`config.mk`:
```
export PLATFORM = sky130hd
export DESIGN_NAME = col_skew_feeder
export DESIGN_NICKNAME = d
export VERILOG_FILES = /design/src/rtl/col_skew_pkg.sv /design/src/rtl/skew_delay_line.sv /design/src/rtl/col_skew_feeder.sv
export SDC_FILE = /design/constraint.sdc
export NUM_CORES = 1
export LEC_CHECK = 0
export ABC_CLOCK_PERIOD_IN_PS = 11160
export CAP_MARGIN = 40
export CORE_ASPECT_RATIO = 1.75
export CORE_MARGIN = 3
export CORE_UTILIZATION = 45
export CTS_CLUSTER_DIAMETER = 40
export DETAILED_ROUTE_END_ITERATION = 8
export PLACE_DENSITY = 0.67
export SYNTH_ARGS = -nofsm -noshare
export SYNTH_HDL_FRONTEND = slang
export SYNTH_SLANG_ARGS = --single-unit
```
`constraint.sdc`:
```
create_clock -name clk_i -period 11.16 [get_ports clk_i]
set_input_delay 1.674 -clock clk_i [delete_from_list [all_inputs] [get_ports clk_i]]
set_output_delay 1.674 -clock clk_i [all_outputs]
set_load 0.005 [all_outputs]
```
`src/rtl/col_skew_pkg.sv`:
```
// Shared types and helpers for the column skew feeder.
package col_skew_pkg;

  typedef enum logic [1:0] {
    IDLE   = 2'd0,
    STREAM = 2'd1,
    DRAIN  = 2'd2
  } state_e;

  // Drain counter width; a single-lane array still needs one bit.
  function automatic int cnt_width(input int dim);
    return (dim <= 1) ? 1 : $clog2(dim);
  endfunction

endpackage

```
`src/rtl/skew_delay_line.sv`:
```
// DEPTH_p-stage data+valid shift register; invalid stages always hold zero data.
module skew_delay_line #(
  parameter int DEPTH_p = 1,
  parameter int WIDTH_p = 8
) (
  input  logic               clk_i,
  input  logic               rst_i,
  input  logic               vld_i,
  input  logic [WIDTH_p-1:0] data_i,
  output logic               vld_o,
  output logic [WIDTH_p-1:0] data_o
);

  logic [DEPTH_p-1:0] vld_pipe;
  logic [WIDTH_p-1:0] dat_pipe [DEPTH_p];

  always_ff @(posedge clk_i or posedge rst_i) begin
    if (rst_i) begin
      vld_pipe <= '0;
      for (int i = 0; i < DEPTH_p; i++) dat_pipe[i] <= '0;
    end else begin
      vld_pipe[0] <= vld_i;
      dat_pipe[0] <= vld_i ? data_i : '0;
      for (int i = 1; i < DEPTH_p; i++) begin
        vld_pipe[i] <= vld_pipe[i-1];
        dat_pipe[i] <= dat_pipe[i-1];
      end
    end
  end

  assign vld_o  = vld_pipe[DEPTH_p-1];
  assign data_o = dat_pipe[DEPTH_p-1];

endmodule

```
`src/rtl/col_skew_feeder.sv`:
```
// Re-times full column vectors into a diagonal wavefront (lane k delayed k cycles).
module col_skew_feeder
  import col_skew_pkg::*;
#(
  parameter int DIM_p   = 8,
  parameter int WIDTH_p = 8
) (
  input  logic               clk_i,
  input  logic               rst_i,
  input  logic               valid_i,
  output logic               ready_o,
  input  logic [WIDTH_p-1:0] data_i [DIM_p],
  input  logic               last_i,
  output logic [WIDTH_p-1:0] data_o [DIM_p],
  output logic [DIM_p-1:0]   valid_o,
  output logic               done_o
);

  localparam int CNT_W = cnt_width(DIM_p);

  state_e           state, state_nxt;
  logic [CNT_W-1:0] cnt, cnt_nxt;
  logic             acc;

  assign acc = valid_i && ready_o;

  always_ff @(posedge clk_i or posedge rst_i) begin
    if (rst_i) begin
      state <= IDLE;
      cnt   <= '0;
    end else begin
      state <= state_nxt;
      cnt   <= cnt_nxt;
    end
  end

  // ready_o and done_o are decoded from registered state only.
  always_comb begin
    state_nxt = state;
    cnt_nxt   = cnt;
    ready_o   = (state != DRAIN);
    done_o    = 1'b0;
    case (state)
      IDLE, STREAM: begin
        if (acc) begin
          if (last_i) begin
            state_nxt = DRAIN;
            cnt_nxt   = CNT_W'(DIM_p - 1);
          end else begin
            state_nxt = STREAM;
          end
        end
      end
      DRAIN: begin
        if (cnt == '0) begin
          done_o    = 1'b1;
          state_nxt = IDLE;
        end else begin
          cnt_nxt = cnt - CNT_W'(1);
        end
      end
      default: state_nxt = IDLE;
    endcase
  end

  for (genvar k = 0; k < DIM_p; k++) begin : g_lane
    skew_delay_line #(
      .DEPTH_p(k + 1),
      .WIDTH_p(WIDTH_p)
    ) u_line (
      .clk_i (clk_i),
      .rst_i (rst_i),
      .vld_i (acc),
      .data_i(data_i[k]),
      .vld_o (valid_o[k]),
      .data_o(data_o[k])
    );
  end

endmodule

```
==> impl_metrics.csv <==
group,metric,value,unit
timing,worstMarginPinSlew,0.885,ns
floorplan,die_width,111,um
grt,use_met1,13.7,%
timing,whs,0.344,ns
logic_synthesis,yosys.area.top_type,"dfrtp_1",
pwr,leakage,0.00535,uW
logic_synthesis,ys_ff_latch,301,
finish,diodes,0,
clock_tree,worstSkewPairLatency,0.49,ns
grt,overflow,0,
critical_path,endpoint_kind,"output port",
finish,drive_gt1_share,8.03,%
timing,rsz0062_at_grt,"no",
clock_tree,root_buffer,"clkbuf_16",
clock_tree,cts_setup_buffers,0,
grt,grt_use_met3,2.43,%
finish,fin_area,0.0107,mm^2
timing,fmax,0.259,GHz
floorplan,row_count,66,
drt,firstDrtPassIters,4,
flow_run,drv_cap,0,
finish,area_growth,23.7,%
logic_synthesis,synth_area,0.00865,mm^2
grt,use_met2,19.7,%
logic_synthesis,ys_warn_count,0,
critical_path,worst_setup_path_start_kind,"flop",
timing,fin_crit_sh,34.7,%
floorplan,initial_core_util,46.2,%
placement,placed_area,0.00987,mm^2
critical_path,cp_max_fo,3,
placement,dp_hpwl,7190,um
logic_synthesis,syn_inst,465,
pwr,vdd_drop_max,0.160,mV
floorplan,die_area,0.0210,mm^2
logic_synthesis,synth.net_count,535,
critical_path,required,9.49,ns
clock_tree,htree_levels,1,
pwr,p_per_area,225,mW/mm^2
clock_tree,postCtsResizedCells,0,
grt,antenna_found_initial,0,
logic_synthesis,ys_seq_area_share,87.0,%
drt,num_vias,3471,
grt,grt_pass1_wl,19300,um
drt,vias_per_cell,4.28,
timing,drv_slew,0,
placement,dp_worst_setup_slack,6.78,ns
drt,routedWlPerCell,13.9,um
hold_path,hold_class,"reg2reg",
drt,dr.first_iter.drc_count,87,
critical_path,arrival,2.19,ns
floorplan,core-area,0.0187,mm^2
logic_synthesis,synth_cell_types,20,
clock_tree,cts_buffer_depth,3,
clock_tree,cts_tree,"built",
finish,finalNetCount,628,
timing,fin_tns_setup,0,ns
timing,clock_skew,0.00569,ns
grt,grt_pass1_vias,3973,
status,outcome,"completed",
drt,wirelength,11300,um
timing,setup_viol,0,
clock_tree,clk_pin_slew_worst_paths,0.06,ns
drt,drt_drc_violations_left,0,
logic_synthesis,synthTopCellsByArea,"dfrtp_1, buf_4, and3_1, buf_6, clkbuf_1",
logic_synthesis,syn_avg_cell_area,18.6,um^2
grt,grt.total_usage,11.2,%
finish,layout_commonest_cell,"dfrtp_1",
placement,gp_congestion,0.684,
critical_path,r2r_slack,9.54,ns
floorplan,ioPinCount,142,
critical_path,critical_path_class,"reg2out",
timing,min_period,3.87,ns
floorplan,die_y,189,um
timing,hold_viol,0,
timing,slew_headroom,41.0,%
clock_tree,clock-sinks,301,
clock_tree,numCtsBuffers,24,
grt,grt.busiest_layer,"met2",
grt,grt_max_degree,133,
finish,utilization,57.1,%
finish,final_cell_mix,"dfrtp_1, clkdlybuf4s50_1, and3_1, clkbuf_16, clkbuf_8",
timing,worst_slack,7.29,ns
placement,port_buffers,141,
drt,ant_nets,0,
logic_synthesis,yosys.area.top_type_share,87.0,%
clock_tree,hold_buffers,0,
## where the power goes
group	leakage, uW	total [uW]	internal, uW	switching (uW)
clock	0.000411	860	524	336
sequential	0.00395	1320	1260	51.6
combinational	0.000990	229	131	97.4
total	0.00535	2400	1920	485
## metal layers
| layer | wire length (um) | vias to the layer above |
|---|---|---|
| li1 | - | 1600 |
| met1 | 4370 | 1752 |
| met2 | 6030 | 102 |
| met3 | 655 | 17 |
| met4 | 241 | 0 |
| met5 | 0 | - |
## per-stage QoR
| step | std cells | total power (uW) |
|---|---|---|
| CTS | 811 | 2450 |
| floorplan | 465 | 1480 |
| global route | 811 | 2520 |
| detailed placement | 770 | 1570 |
| global placement | 768 | 1550 |
| finish | 811 | 2400 |
## registers in the layout (all words and copies together) (netlist names)
signal,cells
cnt,3
g_lane.u_line.vld_pipe,8
g_lane.u_line.data_o,64
g_lane.u_line.dat_pipe,224
state,2
## synthesized netlist by cell type
master,number
dfrtp_1,301
and3_1,64
buf_4,64
clkbuf_1,10
buf_6,4
inv_1,3
nand2_1,3
and2_1,2
ha_1,2
nor2_1,2
a21oi_1,1
a22o_1,1
and2b_4,1
inv_4,1
mux2_4,1
nor2b_1,1
nor3_1,1
o21ai_1,1
o21ba_1,1
o22ai_4,1
## worst paths after layout
kind	from	end	cells past startpoint
hold reg to reg	g_lane[7].u_line.dat_pipe[16]$_DFF_PP0_	g_lane[7].u_line.dat_pipe[8]$_DFF_PP0_	0
hold / removal	g_lane[7].u_line.dat_pipe[16]$_DFF_PP0_	g_lane[7].u_line.dat_pipe[8]$_DFF_PP0_	0
max in group asynchronous	rst_i	g_lane[4].u_line.data_o[1]$_DFF_PP0_	6
min in group asynchronous	rst_i	g_lane[6].u_line.vld_pipe[5]$_DFF_PP0_	2
setup reg to reg	state[1]$_DFFE_PP0P_	cnt[1]$_DFFE_PP0P_	4
setup / recovery	cnt[0]$_DFFE_PP0P_	done_o	5
## cells by family after synthesis
kind of cell,Yosys count,synth area share [%]
mux,1,0.173
buf+inv,82,6.71
compound gates,5,0.564
simple gates,74,5.23
fa+ha+maj,2,0.289
flops,301,87.0
## critical path, stage by stage (launching register included)
cell	delay (ns)
dfrtp_1	0.40
inv_1	0.12
ha_1	0.19
nor2b_1	0.31
and2_1	0.18
clkdlybuf4s50_1	0.50
## area by class of cell
class | count | area (um^2)
Fill cell | 1422 | 8040
Sequential cell | 301 | 7530
Timing Repair Buffer | 145 | 1470
Clock buffer | 37 | 741
Multi-Input combinational cell | 82 | 542
Tap cell | 238 | 298
Clock inverter | 4 | 95.1
Inverter | 4 | 25.0
Power figures use the tool's default switching activity.
